File: src/rtl/reel_bank_pkg.sv
// Shared slot-machine definitions.
// Holds the reel and top-level state encodings, the LFSR seed and taps, and
// the default reel geometry shared with the stop generator and the display
// decoder. The helper lfsr_next() gives the next state of the 16-bit
// Fibonacci LFSR.
package reel_bank_pkg;

    localparam int DEF_NUM_REELS = 4;
    localparam int DEF_SYM_W     = 3;

    localparam logic [15:0] LFSR_SEED = 16'hACE1;
    // Taps 16,14,13,11 expressed as bit positions 15,13,12,10.
    localparam logic [15:0] LFSR_TAPS = 16'hB400;

    typedef enum logic [1:0] {
        REEL_STOPPED = 2'd0,
        REEL_RUN     = 2'd1,
        REEL_DECEL   = 2'd2,
        REEL_LOCKED  = 2'd3
    } reel_state_e;

    typedef enum logic [1:0] {
        TOP_IDLE   = 2'd0,
        TOP_SPIN   = 2'd1,
        TOP_RESULT = 2'd2
    } top_state_e;

    function automatic logic [15:0] lfsr_next(input logic [15:0] q);
        return {q[14:0], ^(q & LFSR_TAPS)};
    endfunction

endpackage

File: src/rtl/reel_bank_reel_unit.sv
// One reel: state machine, step tick counter, symbol register and stop edge
// detection.
// Ports:
//   clk, rst_n   clock, asynchronous active-low reset
//   load_i       accepted spin: load seed_i, clear counter, enter RUN
//   stop_i       sticky stop request level for this reel
//   seed_i       starting symbol sampled on load_i
//   sym_o        current symbol
//   locked_o     reel has locked on its final symbol
//   state_o      reel state, for the top level and for observation
module reel_unit
    import reel_bank_pkg::*;
#(
    parameter int SYM_W       = DEF_SYM_W,
    parameter int STEP_TICKS  = 50000,
    parameter int DECEL_STEPS = 3
) (
    input  logic             clk,
    input  logic             rst_n,
    input  logic             load_i,
    input  logic             stop_i,
    input  logic [SYM_W-1:0] seed_i,
    output logic [SYM_W-1:0] sym_o,
    output logic             locked_o,
    output reel_state_e      state_o
);

    localparam int CW = $clog2(STEP_TICKS << DECEL_STEPS);
    localparam int KW = (DECEL_STEPS > 1) ? $clog2(DECEL_STEPS) : 1;

    reel_state_e      state_q;
    logic [SYM_W-1:0] sym_q;
    logic             locked_q;
    logic [CW-1:0]    cnt_q;
    logic [KW-1:0]    k_q;
    logic             stop_prev_q;

    logic stop_rise;
    logic run_term;
    logic decel_term;
    logic last_step;

    assign stop_rise  = stop_i & ~stop_prev_q;
    assign run_term   = (32'(cnt_q) == 32'(STEP_TICKS - 1));
    // Deceleration step k lasts STEP_TICKS << (k+1) cycles.
    assign decel_term = (32'(cnt_q) == ((32'(STEP_TICKS) << (32'(k_q) + 32'd1)) - 32'd1));
    assign last_step  = (32'(k_q) == 32'(DECEL_STEPS - 1));

    always_ff @(posedge clk or negedge rst_n) begin
        if (!rst_n) begin
            state_q     <= REEL_STOPPED;
            sym_q       <= '0;
            locked_q    <= 1'b0;
            cnt_q       <= '0;
            k_q         <= '0;
            stop_prev_q <= 1'b0;
        end else begin
            stop_prev_q <= stop_i;
            if (load_i) begin
                // A rise coinciding with the load is dropped: the reel is not yet in RUN.
                state_q  <= REEL_RUN;
                sym_q    <= seed_i;
                locked_q <= 1'b0;
                cnt_q    <= '0;
                k_q      <= '0;
            end else begin
                case (state_q)
                    REEL_RUN: begin
                        if (stop_rise) begin
                            // The step in progress is abandoned; deceleration starts fresh.
                            state_q <= REEL_DECEL;
                            cnt_q   <= '0;
                            k_q     <= '0;
                        end else if (run_term) begin
                            sym_q <= sym_q + 1'b1;
                            cnt_q <= '0;
                        end else begin
                            cnt_q <= cnt_q + 1'b1;
                        end
                    end
                    REEL_DECEL: begin
                        if (decel_term) begin
                            sym_q <= sym_q + 1'b1;
                            cnt_q <= '0;
                            if (last_step) begin
                                state_q  <= REEL_LOCKED;
                                locked_q <= 1'b1;
                            end else begin
                                k_q <= k_q + 1'b1;
                            end
                        end else begin
                            cnt_q <= cnt_q + 1'b1;
                        end
                    end
                    default: ;
                endcase
            end
        end
    end

    assign sym_o    = sym_q;
    assign locked_o = locked_q;
    assign state_o  = state_q;

endmodule

File: src/rtl/reel_bank.sv
// Reel bank: spins NUM_REELS reels from random start symbols, stops each on
// a rising edge of its stop request and presents the locked result.
// Ports:
//   clk, rst_n    clock, asynchronous active-low reset
//   spin_start    single-cycle pulse, accepted only in IDLE
//   stop          per-reel sticky stop request levels
//   result_ack    downstream consumed the result
//   busy          high from spin acceptance until result_ack
//   reel_sym      reel i symbol in [i*SYM_W +: SYM_W]
//   reel_locked   per-reel locked flags
//   result_valid  all reels locked, result stable
//   jackpot       all symbols equal, qualified by result_valid
// Handshake: result_valid rises the cycle after the last reel locks and
// stays high with reel_sym/jackpot stable until a cycle where result_ack is
// high; the following cycle result_valid, jackpot and busy are low.
// result_ack is ignored while result_valid is low.
module reel_bank
    import reel_bank_pkg::*;
#(
    parameter int NUM_REELS   = DEF_NUM_REELS,
    parameter int SYM_W       = DEF_SYM_W,
    parameter int STEP_TICKS  = 50000,
    parameter int DECEL_STEPS = 3
) (
    input  logic                       clk,
    input  logic                       rst_n,
    input  logic                       spin_start,
    input  logic [NUM_REELS-1:0]       stop,
    input  logic                       result_ack,
    output logic                       busy,
    output logic [NUM_REELS*SYM_W-1:0] reel_sym,
    output logic [NUM_REELS-1:0]       reel_locked,
    output logic                       result_valid,
    output logic                       jackpot
);

    top_state_e  state_q;
    logic [15:0] lfsr_q;
    logic [15:0] lfsr_d;
    logic        busy_q;
    logic        valid_q;
    logic        jackpot_q;

    logic        load;
    logic        all_locked;
    logic        all_equal;
    reel_state_e reel_state [NUM_REELS];

    assign lfsr_d = lfsr_next(lfsr_q);
    assign load   = (state_q == TOP_IDLE) && spin_start;

    for (genvar g = 0; g < NUM_REELS; g++) begin : g_reel
        reel_unit #(
            .SYM_W       (SYM_W),
            .STEP_TICKS  (STEP_TICKS),
            .DECEL_STEPS (DECEL_STEPS)
        ) u_reel (
            .clk      (clk),
            .rst_n    (rst_n),
            .load_i   (load),
            .stop_i   (stop[g]),
            .seed_i   (lfsr_q[(g*SYM_W)%16 +: SYM_W]),
            .sym_o    (reel_sym[g*SYM_W +: SYM_W]),
            .locked_o (reel_locked[g]),
            .state_o  (reel_state[g])
        );
    end

    always_comb begin
        all_locked = 1'b1;
        all_equal  = 1'b1;
        for (int i = 0; i < NUM_REELS; i++) begin
            if (reel_state[i] != REEL_LOCKED) all_locked = 1'b0;
            if (reel_sym[i*SYM_W +: SYM_W] != reel_sym[SYM_W-1:0]) all_equal = 1'b0;
        end
    end

    // Free-running; starting from a non-zero seed it never reaches zero.
    always_ff @(posedge clk or negedge rst_n) begin
        if (!rst_n) lfsr_q <= LFSR_SEED;
        else        lfsr_q <= lfsr_d;
    end

    always_ff @(posedge clk or negedge rst_n) begin
        if (!rst_n) begin
            state_q   <= TOP_IDLE;
            busy_q    <= 1'b0;
            valid_q   <= 1'b0;
            jackpot_q <= 1'b0;
        end else begin
            case (state_q)
                TOP_IDLE: begin
                    if (spin_start) begin
                        state_q <= TOP_SPIN;
                        busy_q  <= 1'b1;
                    end
                end
                TOP_SPIN: begin
                    if (all_locked) begin
                        state_q   <= TOP_RESULT;
                        valid_q   <= 1'b1;
                        jackpot_q <= all_equal;
                    end
                end
                TOP_RESULT: begin
                    // A spin_start alongside the ack is not carried into IDLE.
                    if (result_ack) begin
                        state_q   <= TOP_IDLE;
                        busy_q    <= 1'b0;
                        valid_q   <= 1'b0;
                        jackpot_q <= 1'b0;
                    end
                end
                default: state_q <= TOP_IDLE;
            endcase
        end
    end

    assign busy         = busy_q;
    assign result_valid = valid_q;
    assign jackpot      = jackpot_q;

endmodule
File: config.mk
export PLATFORM = sky130hd
export DESIGN_NAME = reel_bank
export DESIGN_NICKNAME = d
export VERILOG_FILES = /design/src/rtl/reel_bank_pkg.sv /design/src/rtl/reel_bank_reel_unit.sv /design/src/rtl/reel_bank.sv
export SDC_FILE = /design/constraint.sdc
export NUM_CORES = 1
export LEC_CHECK = 0
export ABC_AREA = 1
export CORE_UTILIZATION = 50
export DETAILED_ROUTE_END_ITERATION = 8
export PLACE_DENSITY = 0.67
export SLEW_MARGIN = 20
export SYNTH_ARGS = -nofsm -noshare
export SYNTH_HDL_FRONTEND = slang
export SYNTH_SLANG_ARGS = --single-unit
File: constraint.sdc
create_clock -name clk -period 3.2 [get_ports clk]
set_input_delay 0.32 -clock clk [delete_from_list [all_inputs] [get_ports clk]]
set_output_delay 0.32 -clock clk [all_outputs]
set_load 0.02 [all_outputs]
# Word-level counts from Yosys, hierarchy flattened
# Cells that the tools add are included.
# totals
elab_cells,271
inputBits,8
out_inout_bits,19
register_bits,133
# op_classes
n_mux,114
n_addsub,20
n_bitwise,8
n_reduce_logical,40
eq_ne,56
n_shift,4
# op_table
op,n
two-way mux 19 bit,16
one-hot mux 19 bit (2 select lines),4
equality test 19 x 32 -> 1 bit,4
left shift 16 x 32 -> 32 bit (first input constant),4
subtractor 32 x 1 -> 32 bit (second input constant),4
adder 19 x 1 -> 19 bit (second input constant),4
equality test 19 x 16 -> 1 bit (second input constant),4
two-way mux 2 bit,35
two-way mux 3 bit,16
AND reduction 4 bit,12
inequality test 3 x 2 -> 1 bit (second input constant),14
one-hot mux 2 bit (2 select lines),8
nonzero test 2 bit,14
two-way mux 1 bit,27
one-hot mux 3 bit (2 select lines),4
AND reduction 3 bit,7
equality test 2 bit (second input constant),9
inequality test 3 bit (second input constant),6
XOR reduction 16 bit,1
inequality test 2 bit (second input constant),7
adder 2 x 1 -> 3 bit (second input constant),4
adder 3 x 1 -> 3 bit (second input constant),4
inequality test 3 x 1 -> 1 bit (second input constant),4
nonzero test 3 bit,4
other kinds (9),26

# Longest topological paths before layout
# Gate-level depths: netlist (run 1).
# depth
word_depth,7
ltp_mapped,19
depth_no_buf,17

# Cells and area by module
# From an unflattened synthesis (run 1), not the netlist that was laid out.
# hier_totals
hier_cells,1602
area_unflattened_um2,10717.8
# by_module_without_submodules
mod,n_inst,seq_area_each_um2,area_per_inst_um2,cells_per_inst
reel_unit at g_reel[0].u_reel ...,3,700.7,2434.8,378
reel_unit at g_reel[3].u_reel,1,700.7,2648.8,401
reel_bank,1,535.5,764.5,67

# Least setup slack after synthesis (run 1)
# Ideal clock, no wire load.
# synth_path
kind,register -> register
startpoint,register g_reel[1].u_reel.k_q[0]
endpoint,register g_reel[1].u_reel.cnt_q[10]
t_arrival_ns,2.250
setup_ns,0.112
stages_incl_launch_ff,18
synth_period_minus_slack_ns,2.362
path_slack_ns,0.838
n_path_buf,2
cell_sequence,dfrtp_1 -> buf_2 -> inv_1 -> fa_1 -> inv_1 -> o21ai_0 -> nand2_1 -> nand2_1 -> nand2_1 -> nand2_1 -> nand2_1 -> nor2_1 -> nand2_1 -> nand2_2 -> nand3_2 -> buf_6 -> nand2_1 -> inv_2
# synth_via
elab_chain_len,7
# synth_rtl
element,line_no,rtl
"start, declared",reel_bank_reel_unit.sv:35,logic [KW-1:0] k_q;
"start signal, assigned",reel_bank_reel_unit.sv:89,k_q <= k_q + 1'b1;
adder 2 x 1 -> 3 bit,reel_bank_reel_unit.sv:46,assign decel_term = (32'(cnt_q) == ((32'(STEP_TICKS) << (32'(k_q) + 32'd1)) - 32'd1));
left shift 16 x 32 -> 32 bit,reel_bank_reel_unit.sv:46,
subtractor 32 x 1 -> 32 bit,reel_bank_reel_unit.sv:46,
equality test 19 x 32 -> 1 bit,reel_bank_reel_unit.sv:46,
two-way mux 19 bit,reel_bank_reel_unit.sv:82,if (decel_term) begin
one-hot mux 19 bit (2 select lines),reel_bank_reel_unit.sv:67,case (state_q)
two-way mux 19 bit,reel_bank_reel_unit.sv:59,if (load_i) begin
"end signal, assigned",reel_bank_reel_unit.sv:78,cnt_q <= cnt_q + 1'b1;
"end signal, assigned",reel_bank_reel_unit.sv:92,cnt_q <= cnt_q + 1'b1;
"end, declared",reel_bank_reel_unit.sv:34,logic [CW-1:0] cnt_q;
# No other way between the ends.
# A chain may end at the register's enable or synchronous reset.

# Worst setup path in the final report (run 1)
# layout_path
startpoint,register g_reel[1].u_reel.k_q[0]
endpoint,register g_reel[1].u_reel.cnt_q[14]
# The elaborated chain is that of the path after synthesis.

==> flow_summary.ini, run 1 <==
[power]
p_switching_mw = 0.8635
total_power_mw = 3.899
peakVddDrop_uv = 396.9
p_leak_nw = 5.331
power.density_mw_per_mm2 = 363.4
power_frac_seq = 0.438
swShare = 0.2214
p_int_mw = 3.036
power.share.combinational = 0.045
clockPowerShare = 0.517

[drt]
dr_total_vias = 8696
routedWlPerCell_um = 13.47
wirelength_um = 22800
drtPass1Iterations = 5
ant_nets = 0
viasPerCell = 5.136
drc = 0
first_iter_violations = 494

[critical_path]
crit_type = register to register
cpMaxStageDelayCell = dfrtp_2
r2r_slack_ns = 0.33
r2r_start = g_reel[1].u_reel.k_q[0]
r2r_end = g_reel[1].u_reel.cnt_q[14]
cp.arrival_ns = 3.17
start_kind = register
cp.depth = 16
slowest_delay_ns = 0.51
cp_num_buf_inv = 3
critPathMaxFanout = 13
setup.worst_path.end_class = register
crit_family = simple AND/OR/NAND/NOR gates
worstPathRequired_ns = 3.50
r2r_cells = 16
path_cells = inv_1 > ha_1 > inv_1 > nand2_1 > nor2_2 > nand2_1 > nand2_1 > nand2_1 > nand2_1 > nand2_1 > nor2_1 > nand2_1 > nand2_2 > nand3_2 > inv_1 > nor2_1
crit_top_cell = nand2_1

[global_routing]
grt.overflow.total = 0
antenna_found_initial = 0
grt_usage = 0.2429
grt_max_degree = 77
grt_pass1_vias = 8110
grt_pass1_wl_um = 38850

[clocking]
htreeDepth = 4
clock_latency_ns = 0.42
numCtsBuffers = 17
clkTransAtPathRegs_ns = 0.06
cts.sinks = 133
cts_buffer_depth = 2
post-cts-setup-buffer-count = 0
cts_tree = yes
clockRootBuffer = clkbuf_16

[sta]
finalSetupTns_ns = 0
setup_viol = 0
holdWs_ns = 0.3534
period_minus_slack_ns = 2.869
hold_viol_final = 0
fmax_ghz = 0.3486
slew_headroom = 0.5254
tightest_slew_ns = 0.7119
slew_viol_final = 0
rsz0062_at_grt = false
clock_skew_ns = 0.005806
fin_crit_sh = 0.8964

[floorplan]
start_util = 0.5146
rows = 50
ios = 27
dieWidth_um = 141.2
fp.coreArea_mm2 = 0.01883
die_h_um = 141.2
dieArea_mm2 = 0.01994

[hold_path]
min_from = lfsr_q[14]
worstHoldPathCells = 0
hp-class = register to register
holdPathEnd = lfsr_q[15]

[run]
maxCapViolations = 0

[yosys]
ys_seq_elements = 133
synth-seq-area-share = 0.3445
synth_area_mm2 = 0.009689
syn_nets = 1458
synth_area_per_cell_um2 = 6.901
ys_types = 43
synth_cells = 1404
ys_warn_count = 0

[layout]
nets = 1474
final_util = 0.5698
antenna_cells = 0
num-fill-cells = 1823
syn_to_final_growth_pct = 10.73
fin_area_mm2 = 0.01073
drive_gt1_frac = 0.06909

[status]
status = completed

[placement]
placed_area_mm2 = 0.01011
dp_hpwl_um = 16700
port_buffers = 26
gp_congestion = 0.8961
## registers in the layout, indices dropped and copies added, names as in the netlist
| name | count |
|---|---|
| result_valid | 1 |
| busy | 1 |
| g_reel.u_reel.locked_o | 4 |
| g_reel.u_reel.state_o | 8 |
| g_reel.u_reel.k_q | 8 |
| jackpot | 1 |
| g_reel.u_reel.stop_prev_q | 4 |
| state_q | 2 |
| g_reel.u_reel.cnt_q | 76 |
| g_reel.u_reel.sym_o | 12 |
| lfsr_q | 16 |
## layer usage
metal	track usage	share of wire	vias up
li1	-	-	4491
met1	0.3359	0.49	4003
met2	0.3913	0.46	181
met3	0.04008	0.043	21
met4	0.07037	0.012	0
met5	0	0	-
## worst register-to-register path, cell delays in order (launching register included)
cell and delay [ns]:
dfrtp_2 0.51, inv_1 0.17, ha_1 0.40, inv_1 0.14, nand2_1 0.15, nor2_2 0.16
nand2_1 0.08, nand2_1 0.06, nand2_1 0.04, nand2_1 0.06, nand2_1 0.05, nor2_1 0.09
nand2_1 0.09, nand2_2 0.21, nand3_2 0.30, inv_1 0.20, nor2_1 0.05
## power by group through the flow
| stage | Clock (mW) | Combinational, mW | Sequential, mW |
|---|---|---|---|
| after CTS | 2.05 | 0.180 | 1.71 |
| after detailed placement | 0 | 0.177 | 1.74 |
| after global placement | 0 | 0.176 | 1.74 |
| after floorplan | 0 | 0.0969 | 1.74 |
| final | 2.01 | 0.177 | 1.71 |
| after global routing | 2.11 | 0.204 | 1.71 |
## cells in the final DEF, fill, tap and decap left out, types with 5 or more instances in the layout
cell,netlist,routed
nand2_1,416,416
inv_1,193,193
nor2_1,124,124
dfrtp_1,125,124
nand3_1,112,112
nand4_1,64,64
xor2_1,56,56
o21ai_0,44,44
ha_1,43,43
a21oi_1,35,35
nor3_1,30,30
clkdlybuf4s50_1,0,25
inv_2,17,17
clkbuf_16,0,17
xnor2_1,16,16
o21ai_1,12,12
nor2_2,10,10
nor4_1,9,9
dfstp_2,8,8
buf_4,6,8
nand3_2,6,6
or2_2,6,6
o211ai_1,5,5
nand2_2,5,5
## cells in the mapped netlist, drive strengths merged
library cell | n | area [µm²]
inv | 210 | 788.3
nand2 | 422 | 1604
nor3 | 31 | 160.1
nand3b | 4 | 30.03
or2 | 7 | 43.80
nand3 | 118 | 620.6
xor2 | 56 | 490.5
clkbuf | 4 | 16.26
o21ai | 57 | 289.0
o41ai | 1 | 8.760
xnor2 | 16 | 140.1
o21bai | 1 | 7.510
a21boi | 1 | 7.510
fa | 3 | 60.06
dfrtp | 125 | 3128
ha | 43 | 538.0
dfstp | 8 | 210.2
nand4 | 65 | 412.9
a31oi | 3 | 18.77
and2 | 2 | 12.51
o22ai | 1 | 6.260
nor4 | 9 | 56.30
nor2 | 137 | 561.8
buf | 35 | 227.7
o31ai | 3 | 22.52
o211ai | 5 | 37.54
a21oi | 35 | 175.2
o21a | 1 | 7.510
a22oi | 1 | 7.510
## area by class of cell
class                      instances  area, µm²  area share
clock inverter                     9      127.6     0.01190
inverter                         210      788.3     0.07347
tap                              260      325.3     0.03032
clock buffer                      23      478.0     0.04455
multi-input combinational       1022       5319      0.4957
sequential                       133       3339      0.3113
timing repair buffer              36      351.6     0.03277
## per-stage QoR
stage          std cells  worst slack (ns)
5_1_grt             1693           0.02652
3_3_place_gp        1660            0.3029
3_5_place_dp        1660            0.1888
6_report            1693            0.3314
4_1_cts             1693            0.1654
2_1_floorplan       1404            0.8377
## cells by family after synthesis
family                   after synthesis  share of synthesized area
AND/OR/NAND/NOR                      795                     0.3614
buffers and inverters                249                     0.1065
flip-flops                           133                     0.3445
AO/OA/AOI/OAI                        109                    0.06069
XOR/XNOR                              72                    0.06508
adder cells (fa/ha/maj)               46                    0.06173
## how the worst max path moves through the flow
stage	startpoint	endpoint	slack, ns
after floorplan	g_reel[1].u_reel.k_q[0]	g_reel[1].u_reel.cnt_q[10]	0.84
after global placement	g_reel[1].u_reel.k_q[0]	g_reel[1].u_reel.cnt_q[14]	0.30
after detailed placement	g_reel[1].u_reel.k_q[0]	g_reel[1].u_reel.cnt_q[2]	0.19
after CTS	g_reel[1].u_reel.k_q[0]	g_reel[1].u_reel.cnt_q[14]	0.17
after global routing	g_reel[1].u_reel.k_q[0]	g_reel[1].u_reel.cnt_q[14]	0.03
final	g_reel[1].u_reel.k_q[0]	g_reel[1].u_reel.cnt_q[14]	0.33
## repair_timing
action	CTS	global route
hold buffers	1	0
setup endpoints to repair	0	15
hold endpoints to repair	75	0
resized for setup	0	1
No activity file was read; power rests on OpenSTA's default activity.
==> inputs of run 2 (changes only) <==
--- a/config.mk
+++ b/config.mk
@@ -6,6 +6,7 @@
 export NUM_CORES = 1
 export LEC_CHECK = 0
 export ABC_AREA = 1
+export CORE_MARGIN = 2
 export CORE_UTILIZATION = 50
 export DETAILED_ROUTE_END_ITERATION = 8
 export PLACE_DENSITY = 0.67
==> run 2 against run 1 <==
Sequential share of layout area grew 0.051 points. Cell area shrank 0.16%. Clock power shrank 8%. Fmax grew 0.41%. Via count grew 0.94%. Combinational power is essentially flat. Clock skew grew 0.0021 ns. Largest power group unchanged.
==> flow_summary.ini, run 2 (synthesis gave the netlist of run 1 again) <==
[critical_path]
r2r_slack_ns = 0.34
cp.arrival_ns = 3.16
start_kind = register
crit_top_cell = nand2_1
cp-startpoint = g_reel[3].u_reel.k_q[0]
cpMaxStageDelayCell = dfrtp_1
slowest_delay_ns = 0.64
cp-endpoint = g_reel[3].u_reel.sym_o[1]
r2r_cells = 15
path_cells = inv_2 > ha_1 > inv_2 > nand2_1 > nor2_2 > nand2_1 > nand2_1 > or2_0 > nand2_1 > nor2_1 > nand3_2 > nand2_4 > nand2_1 > nand2_1 > nand2_1
crit_family = simple AND/OR/NAND/NOR gates
critPathMaxFanout = 24
r2r_start = g_reel[3].u_reel.k_q[0]
worstPathRequired_ns = 3.50
setup.worst_path.end_class = register
r2r_end = g_reel[3].u_reel.sym_o[1]
crit_type = register to register
cp_num_buf_inv = 2
cp.depth = 15

[floorplan]
die_h_um = 143.2
ios = 27
fp.coreArea_mm2 = 0.01883
dieArea_mm2 = 0.02051
start_util = 0.5146
rows = 50
dieWidth_um = 143.2

[placement]
dp_hpwl_um = 16930
gp_congestion = 0.9170
port_buffers = 26
placed_area_mm2 = 0.01014

[layout]
nets = 1478
largest_reg_flops = 76
regMostFlops = g_reel.u_reel.cnt_q
syn_to_final_growth_pct = 10.55
final_cell_mix = nand2_1 (416), inv_1 (193), nor2_1 (124), dfrtp_1 (124), nand3_1 (112)
antenna_cells = 0
fin_area_mm2 = 0.01071
final_common_cell = nand2_1
num-fill-cells = 1852
drive_gt1_frac = 0.07178

[hold_path]
min_from = lfsr_q[14]
hp-class = register to register

[sta]
setup_viol = 0
hold_viol_final = 0
rsz0062_at_grt = false
tightest_slew_ns = 0.6968
finalSetupTns_ns = 0
clock_skew_ns = 0.007901
period_minus_slack_ns = 2.857
slew_viol_final = 0
fmax_ghz = 0.3500
fin_crit_sh = 0.8927
slew_headroom = 0.5342

[power]
p_leak_nw = 5.314
peakVddDrop_uv = 412.1
power.density_mw_per_mm2 = 347.8

[global_routing]
grt_usage = 0.2330
grt_max_degree = 61
grt_pass1_wl_um = 38570
grt.overflow.total = 0
antenna_found_initial = 0
grt_pass1_vias = 8221

[drt]
routedWlPerCell_um = 13.36
first_iter_violations = 679
viasPerCell = 5.179
ant_nets = 0
drtPass1Iterations = 5
wirelength_um = 22650
drc = 0
dr_total_vias = 8778

[status]
status = completed

[clocking]
cts_tree = yes
cts.sinks = 133
clkTransAtPathRegs_ns = 0.06
cts_buffer_depth = 2
clock_latency_ns = 0.42
htreeDepth = 4
post-cts-setup-buffer-count = 0
clockRootBuffer = clkbuf_16
numCtsBuffers = 17

[run]
maxCapViolations = 0
## run 2: cell types whose count changed in the layout (fill, tap and decap cells not counted), sizes merged
cell	change
clkbuf	-2
clkinvlp	+4
buf	+4
clkinv	-2
bufinv	-2
## run 2: where the power goes
group	internal, mW	switching, mW
Sequential	1.69	0.0149
Combinational	0.0613	0.119
Clock	1.11	0.725
Total	2.87	0.858
## run 2: through the flow
stage | power [mW] | hold slack (ns) | instances | util | setup slack [ns]
finish | 3.726 | 0.3577 | 1695 | 0.5688 | 0.3432
global route | 3.859 | 0.3600 | 1695 | 0.5688 | 0.06905
CTS | 3.771 | 0.3596 | 1695 | 0.5684 | 0.1591
detailed placement | 1.917 | 0.3314 | 1664 | 0.5386 | 0.1602
global placement | 1.914 | 0.3278 | 1664 | 0.5386 | 0.2855
floorplan | 1.834 | 0.02441 | 1404 | - | 0.8377
## run 2: how the worst min path moves through the flow
stage / end / cells past startpoint / slack, ns
floorplan: busy / 0 / 0.02
global placement: g_reel[1].u_reel.cnt_q[9] / 1 / 0.33
detailed placement: g_reel[1].u_reel.cnt_q[9] / 1 / 0.33
CTS: lfsr_q[15] / 0 / 0.36
global route: lfsr_q[15] / 0 / 0.36
finish: lfsr_q[15] / 0 / 0.36
## run 2: final cells by class
type | instances | area, µm² | area share
Clock inverter | 9 | 80.08 | 0.007476
Clock buffer | 21 | 470.5 | 0.04392
Multi-Input combinational cell | 1022 | 5326 | 0.4973
Inverter | 210 | 788.3 | 0.07359
Sequential cell | 133 | 3339 | 0.3118
Tap cell | 260 | 325.3 | 0.03037
Timing Repair Buffer | 40 | 381.6 | 0.03563
## run 2: worst register-to-register path, stage by stage (launching register included)
cell and delay [ns]:
dfrtp_1 0.64, inv_2 0.15, ha_1 0.43, inv_2 0.14, nand2_1 0.09, nor2_2 0.13, nand2_1 0.07, nand2_1 0.09
or2_0 0.11, nand2_1 0.06, nor2_1 0.13, nand3_2 0.16, nand2_4 0.26, nand2_1 0.14, nand2_1 0.09, nand2_1 0.05
## run 2: routing by layer
metal,share of wire,vias to the layer above,GRT usage
li1,-,4503,-
met1,0.50,4060,0.3303
met2,0.45,185,0.3702
met3,0.035,30,0.03052
met4,0.015,0,0.07556
met5,0,-,0
## run 2: what timing repair did
| item | in CTS | in global routing |
|---|---|---|
| setup endpoints to repair | 0 | 15 |
| hold endpoints to repair | 57 | 0 |
| hold buffers | 1 | 0 |
| gates resized for setup | 0 | 2 |
==> inputs of run 3 (changes only) <==
--- a/config.mk
+++ b/config.mk
@@ -6,7 +6,6 @@
 export NUM_CORES = 1
 export LEC_CHECK = 0
 export ABC_AREA = 1
-export CORE_MARGIN = 2
 export CORE_UTILIZATION = 50
 export DETAILED_ROUTE_END_ITERATION = 8
 export PLACE_DENSITY = 0.67
==> results of run 3 <==
Final layout, timing and power as in run 1 (identical DEF).
